`config.mk`:
```
export PLATFORM = sky130hd
export DESIGN_NAME = sic_detector_flat
export DESIGN_NICKNAME = d
export VERILOG_FILES = /design/src/rtl/sic_detector_pkg.sv /design/src/rtl/sic_detector_if.sv /design/src/rtl/sic_row_slicer.sv /design/src/rtl/sic_detector.sv /design/src/flat_wrapper.sv
export SDC_FILE = /design/constraint.sdc
export NUM_CORES = 2
export LEC_CHECK = 0
export CAP_MARGIN = 30
export CORE_AREA = 8 8 443 445
export CTS_CLUSTER_SIZE = 8
export DETAILED_ROUTE_END_ITERATION = 6
export DIE_AREA = 0 0 451 453
export PLACE_DENSITY = 0.59
export SYNTH_ARGS = -nofsm -noshare
export SYNTH_HDL_FRONTEND = slang
export SYNTH_SLANG_ARGS = --single-unit
```
`constraint.sdc`:
```
create_clock -name clk -period 8.4 [get_ports clk]
set_input_delay 2.52 -clock clk [delete_from_list [all_inputs] [get_ports clk]]
set_output_delay 2.52 -clock clk [all_outputs]
set_load 0.01 [all_outputs]
```
`src/rtl/sic_detector_pkg.sv`:
```
// Shared definitions for the SIC back-substitution detector.
// Build option: define SIC_PAM4_EN for the 4-PAM slicer (2-bit symbols);
// leave it undefined for the BPSK slicer (1-bit symbols).
package sic_detector_pkg;

  // Global datapath word length for R and z entries.
  localparam int WL = 16;

`ifdef SIC_PAM4_EN
  localparam int SW = 2;
`else
  localparam int SW = 1;
`endif

  // 4-PAM symbol codes (ordered so that the code increases with amplitude).
  localparam logic [1:0] CODE_P3 = 2'b11;
  localparam logic [1:0] CODE_P1 = 2'b10;
  localparam logic [1:0] CODE_M1 = 2'b01;
  localparam logic [1:0] CODE_M3 = 2'b00;

  // BPSK symbol codes.
  localparam logic CODE_BP = 1'b1;
  localparam logic CODE_BM = 1'b0;

  // Signed symbol amplitudes fed back into the residual.
  localparam logic signed [2:0] SYM_P3 = 3'sd3;
  localparam logic signed [2:0] SYM_P1 = 3'sd1;
  localparam logic signed [2:0] SYM_M1 = -3'sd1;
  localparam logic signed [2:0] SYM_M3 = -3'sd3;

  typedef enum logic [1:0] {
    ST_IDLE  = 2'd0,
    ST_SOLVE = 2'd1,
    ST_DONE  = 2'd2
  } state_t;

  // Residual accumulator width: z plus up to N-1 products of |s| <= 3
  // can never exceed this, so no saturation logic is needed.
  function automatic int acc_width(input int n);
    return WL + 3 + $clog2(n);
  endfunction

endpackage

```
`src/rtl/sic_detector_if.sv`:
```
// R/z input bundle and decision output handshake of the SIC detector.
// Symbol width follows SIC_PAM4_EN through the package.
interface sic_detector_if
  import sic_detector_pkg::*;
#(
  parameter int N = 8
);
  logic [WL*N*N-1:0] Hmatrix_i;
  logic [WL*N-1:0]   Yarray_i;
  logic              in_valid;
  logic              in_ready;
  logic [SW*N-1:0]   xhat_o;
  logic              out_valid;
  logic              out_ready;

  // Detector side.
  modport slave (
    input  Hmatrix_i, Yarray_i, in_valid, out_ready,
    output in_ready, xhat_o, out_valid
  );

  // QR stage / demapper side.
  modport master (
    output Hmatrix_i, Yarray_i, in_valid, out_ready,
    input  in_ready, xhat_o, out_valid
  );
endinterface

```
`src/rtl/sic_row_slicer.sv`:
```
// Combinational hard-decision slicer for one row of the back-substitution.
// SIC_PAM4_EN selects 4-PAM (threshold 2*r_ii) instead of BPSK.
module sic_row_slicer
  import sic_detector_pkg::*;
#(
  parameter int AW = 22
) (
  input  logic signed [WL-1:0] r_ii_i,
  input  logic signed [AW-1:0] e_i,
  output logic [SW-1:0]        code_o,
  output logic signed [2:0]    sym_o
);

  logic degen;
  logic e_nonneg;

  // A non-positive diagonal gives no usable scale, so only the sign is trusted.
  assign degen    = r_ii_i[WL-1] || (r_ii_i == '0);
  assign e_nonneg = ~e_i[AW-1];

`ifdef SIC_PAM4_EN
  logic signed [AW-1:0] thr;
  assign thr = AW'(r_ii_i) <<< 1;

  // Four-level decision; ties go to the upper level.
  always_comb begin
    code_o = CODE_M3;
    sym_o  = SYM_M3;
    if (degen) begin
      code_o = e_nonneg ? CODE_P1 : CODE_M1;
      sym_o  = e_nonneg ? SYM_P1 : SYM_M1;
    end else if (e_i >= thr) begin
      code_o = CODE_P3;
      sym_o  = SYM_P3;
    end else if (e_nonneg) begin
      code_o = CODE_P1;
      sym_o  = SYM_P1;
    end else if (e_i >= -thr) begin
      code_o = CODE_M1;
      sym_o  = SYM_M1;
    end
  end
`else
  // Sign decision; the degenerate fallback coincides with normal BPSK.
  always_comb begin
    code_o = CODE_BM;
    sym_o  = SYM_M1;
    if (degen) begin
      code_o = e_nonneg ? CODE_BP : CODE_BM;
      sym_o  = e_nonneg ? SYM_P1 : SYM_M1;
    end else if (e_nonneg) begin
      code_o = CODE_BP;
      sym_o  = SYM_P1;
    end
  end
`endif

endmodule

```
`src/rtl/sic_detector.sv`:
```
// SIC back-substitution detector: captures R and z, resolves one row per
// clock from N-1 down to 0 feeding earlier decisions back, then holds the
// decision vector until the demapper takes it.
// Build option: SIC_PAM4_EN (4-PAM slicer); BPSK when undefined.
module sic_detector
  import sic_detector_pkg::*;
#(
  parameter int N = 8
) (
  input  logic           clk,
  input  logic           rst,
  sic_detector_if.slave  bus
);

  localparam int AW = acc_width(N);
  localparam int RW = (N > 1) ? $clog2(N) : 1;

  state_t               state_q, state_d;
  logic [RW-1:0]        row_q, row_d;
  logic                 out_valid_q, out_valid_d;
  logic [SW*N-1:0]      xhat_q;
  logic signed [2:0]    sym_q [N];
  logic signed [WL-1:0] r_q [N][N];
  logic signed [WL-1:0] z_q [N];

  logic signed [AW-1:0] term [N];
  logic signed [AW-1:0] acc;
  logic [SW-1:0]        slice_code;
  logic signed [2:0]    slice_sym;

  // Feedback products for the current row; only columns right of the
  // diagonal contribute, the lower triangle is never looked at.  With BPSK
  // the symbol operand is +/-1, so each product is just a conditional negate.
  genvar gi;
  generate
    for (gi = 0; gi < N; gi++) begin : g_col
      logic signed [AW-1:0] r_ext;
      logic signed [AW-1:0] s_ext;
      assign r_ext    = AW'(r_q[row_q][gi]);
      assign s_ext    = AW'(sym_q[gi]);
      assign term[gi] = (RW'(gi) > row_q) ? r_ext * s_ext : '0;
    end
  endgenerate

  // Residual e_i = z_i - sum_{j>i} r_ij * s_j.
  always_comb begin
    acc = AW'(z_q[row_q]);
    for (int j = 0; j < N; j++) begin
      acc = acc - term[j];
    end
  end

  sic_row_slicer #(
    .AW (AW)
  ) u_slicer (
    .r_ii_i (r_q[row_q][row_q]),
    .e_i    (acc),
    .code_o (slice_code),
    .sym_o  (slice_sym)
  );

  // Next-state, row counter and output-valid decode.
  always_comb begin
    state_d     = state_q;
    row_d       = row_q;
    out_valid_d = out_valid_q;
    unique case (state_q)
      ST_IDLE: begin
        if (bus.in_valid) begin
          state_d = ST_SOLVE;
          row_d   = RW'(N - 1);
        end
      end
      ST_SOLVE: begin
        row_d = row_q - RW'(1);
        if (row_q == '0) begin
          state_d     = ST_DONE;
          row_d       = '0;
          out_valid_d = 1'b1;
        end
      end
      ST_DONE: begin
        if (bus.out_ready) begin
          state_d     = ST_IDLE;
          out_valid_d = 1'b0;
        end
      end
      default: begin
        state_d     = ST_IDLE;
        out_valid_d = 1'b0;
      end
    endcase
  end

  // State, counter and output-valid registers.
  always_ff @(posedge clk or negedge rst) begin
    if (!rst) begin
      state_q     <= ST_IDLE;
      row_q       <= '0;
      out_valid_q <= 1'b0;
    end else begin
      state_q     <= state_d;
      row_q       <= row_d;
      out_valid_q <= out_valid_d;
    end
  end

  // Bundle capture on acceptance and one decision written per solve cycle.
  always_ff @(posedge clk or negedge rst) begin
    if (!rst) begin
      xhat_q <= '0;
      for (int i = 0; i < N; i++) begin
        sym_q[i] <= '0;
        z_q[i]   <= '0;
        for (int j = 0; j < N; j++) begin
          r_q[i][j] <= '0;
        end
      end
    end else if ((state_q == ST_IDLE) && bus.in_valid) begin
      xhat_q <= '0;
      for (int i = 0; i < N; i++) begin
        sym_q[i] <= '0;
        z_q[i]   <= bus.Yarray_i[i*WL +: WL];
        for (int j = 0; j < N; j++) begin
          r_q[i][j] <= bus.Hmatrix_i[(i*N + j)*WL +: WL];
        end
      end
    end else if (state_q == ST_SOLVE) begin
      xhat_q[int'(row_q)*SW +: SW] <= slice_code;
      sym_q[row_q]                 <= slice_sym;
    end
  end

  assign bus.in_ready  = (state_q == ST_IDLE);
  assign bus.out_valid = out_valid_q;
  assign bus.xhat_o    = xhat_q;

endmodule

```
`src/flat_wrapper.sv`:
```
// flat-port wrapper written by rule: the top's interface ports become plain ports
module sic_detector_flat import sic_detector_pkg::*;
#(
  parameter int N = 8
)
  (clk, rst, bus_Hmatrix_i, bus_Yarray_i, bus_in_valid, bus_out_ready, bus_in_ready, bus_xhat_o, bus_out_valid);
  sic_detector_if #(.N(N)) bus_i ();
  input  logic clk;
  input  logic rst;
  input wire logic [$bits(bus_i.Hmatrix_i)-1:0] bus_Hmatrix_i;
  input wire logic [$bits(bus_i.Yarray_i)-1:0] bus_Yarray_i;
  input wire logic [$bits(bus_i.in_valid)-1:0] bus_in_valid;
  input wire logic [$bits(bus_i.out_ready)-1:0] bus_out_ready;
  output wire logic [$bits(bus_i.in_ready)-1:0] bus_in_ready;
  output wire logic [$bits(bus_i.xhat_o)-1:0] bus_xhat_o;
  output wire logic [$bits(bus_i.out_valid)-1:0] bus_out_valid;
  assign bus_i.Hmatrix_i = bus_Hmatrix_i;
  assign bus_i.Yarray_i = bus_Yarray_i;
  assign bus_i.in_valid = bus_in_valid;
  assign bus_i.out_ready = bus_out_ready;
  assign bus_in_ready = bus_i.in_ready;
  assign bus_xhat_o = bus_i.xhat_o;
  assign bus_out_valid = bus_i.out_valid;
  sic_detector #(.N(N)) u_core (.clk(clk), .rst(rst), .bus(bus_i));
endmodule
```
**Yosys cells after proc, flatten, opt, wreduce, memory -nomap -nowiden**

Index checks and enable logic that the tools add are counted.

- Bits in registers: 1190
- Bits in latches: 0
- Memory bits (writable): 0
- Bits in read-only memories: 0
- Logic and storage cells: 164
- Memories kept: 0

- Add/subtract/negate cells: 10
- $mul: 8
- Divide/modulo/power cells: 0
- Order comparisons: 10
- Equal/unequal tests: 5
- Shifts and indexed selects: 2
- Muxes and demuxes: 34
- Bitwise operators: 2
- Reductions and logical operators: 9

Operator list:

| kind | number |
|---|---|
| $bmux W128 S3 | 1 |
| $mux W128 | 2 |
| $mux W22 | 8 |
| $sub A22 B22 Y22 | 7 |
| $mul A16 B3 Y19 | 8 |
| $bmux W16 S3 | 1 |
| $mux W24 | 2 |
| $neg A3 Y33 | 1 |
| $shift A1 B33 Y8 const A | 1 |
| $shiftx A1 B33 Y8 | 1 |
| $mux W16 | 2 |
| $bwmux W24 | 1 |
| $sub A16 B22 Y22 | 1 |
| $mux W8 | 2 |
| $gt A3 B3 Y1 const A | 4 |
| $mux W3 | 4 |
| $demux W3 S3 | 1 |
| $bwmux W8 | 1 |
| $gt A1 B3 Y1 const A | 2 |
| $gt A2 B3 Y1 const A | 2 |
| $mux W2 | 3 |
| $pmux W2 S3 | 1 |
| $pmux W3 S2 | 1 |
| $reduce_and A3 Y1 | 2 |
| 16 further kinds | 21 |

**Logic depth before layout (Yosys ltp)**

- Depth after elaboration: 19
- Gate-level depth with buffers: 41

**Modules after synthesis**

A second synthesis with hierarchy kept.

- Cell total of the unflattened synthesis: 8369
- Area, all modules: 70916.8 um2

Modules (own cells, without submodules):

| module | times used | cells an instance | area each (um2) |
|---|---|---|---|
| sic_detector | 1 | 8364 | 70886.7 |
| sic_row_slicer | 1 | 5 | 30.0 |

**Worst setup path before layout**

Ideal clock, no wire load.

- Path kind: reg-to-reg
- From: register u_core.row_q[1]
- To: register u_core.xhat_q[0] (netlist: u_core.bus.xhat_o[0])
- Setup time: 0.125 ns
- Data arrival time: 8.540 ns
- Data required time: 8.275 ns
- Setup slack: -0.264 ns
- Stages on the path, launching flop included: 33
- Path through: dfrtp_1 -> buf_2 -> buf_2 -> buf_2 -> mux4_2 -> a221o_1 -> and2_1 -> fa_1 -> ha_1 -> ha_1 -> a2111oi_2 -> a21boi_0 -> o21bai_1 -> a2111o_1 -> a2111o_1 -> o21ai_0 -> fa_1 -> inv_1 -> fa_1 -> fa_1 -> inv_1 -> fa_1 -> inv_1 -> ha_1 -> a21oi_1 -> nor2_1 -> a211oi_1 -> o2111ai_1 -> o21a_1 -> buf_4 -> xnor2_2 -> buf_6 -> mux2_2

- Cells in the longest elaborated chain, start to end: 19

RTL lines:

| element | line | text |
|---|---|---|
| start: declaration | sic_detector.sv:19 | `logic [RW-1:0] row_q, row_d;` |
| start signal: assignment | sic_detector.sv:103 | `row_q <= row_d;` |
| $not A3 Y4 (implied by the code) | sic_detector.sv:39, sic_detector.sv:47, sic_detector.sv:56 |  |
| $bmux W128 S3 | sic_detector.sv:39, sic_detector.sv:56 |  |
| $mux W128 (implied by the code) (2 in series) | sic_detector.sv:39 | `assign r_ext = AW'(r_q[row_q][gi]);` |
| $mul A16 B3 Y19 | sic_detector.sv:41 | `assign term[gi] = (RW'(gi) > row_q) ? r_ext * s_ext : '0;` |
| $mux W22 | sic_detector.sv:41 |  |
| $sub A16 B22 Y22 | sic_detector.sv:49 | `acc = acc - term[j];` |
| $sub A22 B22 Y22 (7 in series) | sic_detector.sv:49 |  |
| $mux W1 | sic_row_slicer.sv:49, sic_row_slicer.sv:51 |  |
| $shiftx A1 B33 Y8 | sic_detector.sv:129 | `xhat_q[int'(row_q)*SW +: SW] <= slice_code;` |
| $bwmux W8 (*) | sic_detector.sv:129 |  |
| $mux W8 (*) | sic_detector.sv:128 | `end else if (state_q == ST_SOLVE) begin` |
| $mux W8 (*) | sic_detector.sv:119 | `end else if ((state_q == ST_IDLE) && bus.in_valid) begin` |
| end signal: indexed assignment | sic_detector.sv:129 |  |
| end: declaration | sic_detector.sv:21 | `logic [SW*N-1:0] xhat_q;` |

Every way passes the cells marked *; elsewhere a longest branch is shown, timed or not. The select of a mux whose other input is x is not followed.
A chain may end at the register's enable or synchronous reset.

**Final worst setup path**

- From: register u_core.row_q[2]
- To: register u_core.xhat_q[0] (netlist: u_core.bus.xhat_o[0])

Same word-level chain as after synthesis.

==> run_results.csv <==
group,metric,value,unit
status,status,"finished, violations left",
status,violations,"setup timing",
detailed_routing,dr.pass1.iters,6,
setup_path,r2r-start,"u_core.row_q[2]",
clocking,cts_num_sinks,1182,
grt,gr-total-overflow,0,
sta,worstMarginPinSlew,1140,ps
hold_path,hold_start,"u_core.r_q[37]",
final_layout,syn2layout_area_growth,43.8,%
floorplanning,die_y,453,µm
placed_design,portBuffers,1165,
yosys,yosysWarnings,0,
yosys,ys_ff_latch,1182,
grt,first_global_vias,68300,
hold_path,hp-class,"register to register",
setup_path,slowest_stage,"fa_1",
detailed_routing,initialDrtViolationCount,7147,
clocking,hold_buffers,0,
setup_path,critPathBufInv,6,
final_layout,final_cells,12500,
yosys,synth.top_cell.area_share,43.2,%
placed_design,dp_cells,12100,
clocking,cts_tree,"done",
grt,grt_max_degree,204,
yosys,netlist_area,68500,µm²
detailed_routing,wl_per_cell,28.7,µm
final_layout,layout_commonest_cell,"nand2_1",
floorplanning,rows,160,
setup_path,worstSetupPathType,"register to register",
grt,track_usage,33.6,%
clocking,cts_buffer_depth,3,
yosys,netlist_instances,8081,
clocking,clkTransAtPathRegs,50,ps
grt,grt_pass1_wl,498,mm
final_layout,finalNetCount,11600,
yosys,syn_nets,9795,
sta,rsz0062_at_grt,"true",
setup_path,rrSetupSlack,-290,ps
setup_path,critPathMostFrequentCell,"fa_1",
yosys,synth-edff-count,0,
sta,post-route-period-util,103,%
floorplanning,core,189000,µm²
floorplanning,die-area,204000,µm²
setup_path,cp.required,9060,ps
clocking,root_buffer,"clkbuf_16",
clocking,htree_levels,4,
run,cap_violations,0,
detailed_routing,drt_wl_total,359,mm
detailed_routing,drc,0,
yosys,async_reset_ff_share,100,%
setup_path,crit_path_end_kind,"register",
placed_design,gp_congestion,0.986,
sta,finalHoldViolCount,0,
placed_design,hpwl,281,mm
yosys,synth_top_cell_by_area,"dfrtp_1",
clocking,numCtsBuffers,169,
sta,fin_skew,80.8,ps
floorplanning,die_w,451,µm
yosys,postSynthAreaPerCell,8.47,µm²
sta,period_needed,8690,ps
floorplanning,io_pins,1166,
setup_path,worstSetupStartpointType,"register",
sta,setup_ws,-292,ps
clocking,clk_latency,860,ps
final_layout,final_cell_mix,"nand2_1, dfrtp_1, clkdlybuf4s50_1",
sta,max_freq,0.115,GHz
setup_path,crit_arrival,9350,ps
setup_path,crit_family,"adder cells",
yosys,synthFlopType,"dfrtp_1",
sta,setup_violations,16,
setup_path,crit_start,"u_core.row_q[2]",
yosys,synth_cell_types,75,
grt,antenna_found_initial,74,
yosys,synth.area.top_cells,"dfrtp_1, nand2_1, fa_1, ha_1, clkbuf_1",
final_layout,drive_gt1_share,18.3,%
sta,slew_viol_final,0,
yosys,ys_seq_area_share,43.2,%
detailed_routing,via_per_inst,5.38,
setup_path,cp_max_fo,8,
floorplanning,start_util,36.2,%
sta,slew_headroom,23.7,%
final_layout,post-route-util,52.1,%
detailed_routing,ant_nets,0,
detailed_routing,vias,67200,
setup_path,max_stage_delay,580,ps
## tightest hold or removal path, stage by stage, from the launching register on
cell     delay, ps
dfrtp_1        330
nand2_1         50
nand2_1         50
## area by class of cell
class	count	area [µm²]
Multi-Input combinational cell	6170	39400
Timing Repair inverter	1	11.3
Sequential cell	1182	29600
Clock buffer	183	4370
Fill cell	17700	90700
Timing Repair Buffer	2096	20400
Clock inverter	18	393
Inverter	281	1090
Tap cell	2511	3140
Antenna cell	44	110
## cell usage after synthesis (all sizes together) (55+ instances only)
cell and n:
nor2b 60, and2 115, dfrtp 1182, nand3 55, a21oi 177, xnor2 61, o21ai 145, ha 279
inv 276, fa 279, mux2 104, a22oi 178, nand2 3697, mux2i 78, nor2 334, a221oi 127
clkbuf 369, buf 79
## routing by layer
metal	routed length, µm	up-vias	part of all wire [%]	global-route usage [%]
met4	19600	30	5.5	15.8
met3	29200	690	8.1	7.49
li1	-	29700	-	-
met2	163000	3142	45	52.4
met5	196	-	0.055	0
met1	147000	33600	41	44.5
## path summary, 6_finish.rpt
kind | cells after the start | to
max reg2reg | 33 | u_core.bus.xhat_o[0]
max in group asynchronous | 3 | u_core.r_q[398]
min in group asynchronous | 1 | u_core.r_q[216]
max | 33 | u_core.bus.xhat_o[0]
min reg2reg | 2 | u_core.r_q[37]
min | 2 | u_core.r_q[37]
## flip-flops by register name, indices dropped and copies added (netlist names)
register,cells
u_core.bus.xhat_o,8
u_core.state_q,2
u_core.bus.out_valid,1
u_core.z_q,128
u_core.g_col.s_ext,16
u_core.row_q,3
u_core.r_q,1024
## logic make-up after synthesis
kind of cell	count (synthesis)	synth area share (%)
XOR/XNOR	101	1.30
adder cells (fa/ha/maj)	558	13.3
flip-flops	1182	43.2
buffers and inverters	729	4.10
AO/OA/AOI/OAI	842	8.52
multiplexers	207	3.67
AND/OR/NAND/NOR	4462	26.0
## what timing repair did
item	in CTS	in global routing
gates resized for setup	434	354
buffers inserted	77	60
cloned	10	7
setup endpoints to repair	16	16
pin swaps	188	211
## through the flow
stage,setup slack (ps),hold WS [ps],cell area (µm²),setup TNS (ps)
4_1_cts,-297,471,96000,-3670
6_report,-292,468,98500,-3450
2_1_floorplan,9.88,438,68500,0
3_3_place_gp,-1030,453,88400,-14710
5_1_grt,-511,487,98500,-6870
3_5_place_dp,-1020,458,88400,-15170
Power is left out: the tool's default activity adds up to more than one toggle a clock period on the data nets, which glitch-free logic cannot reach.
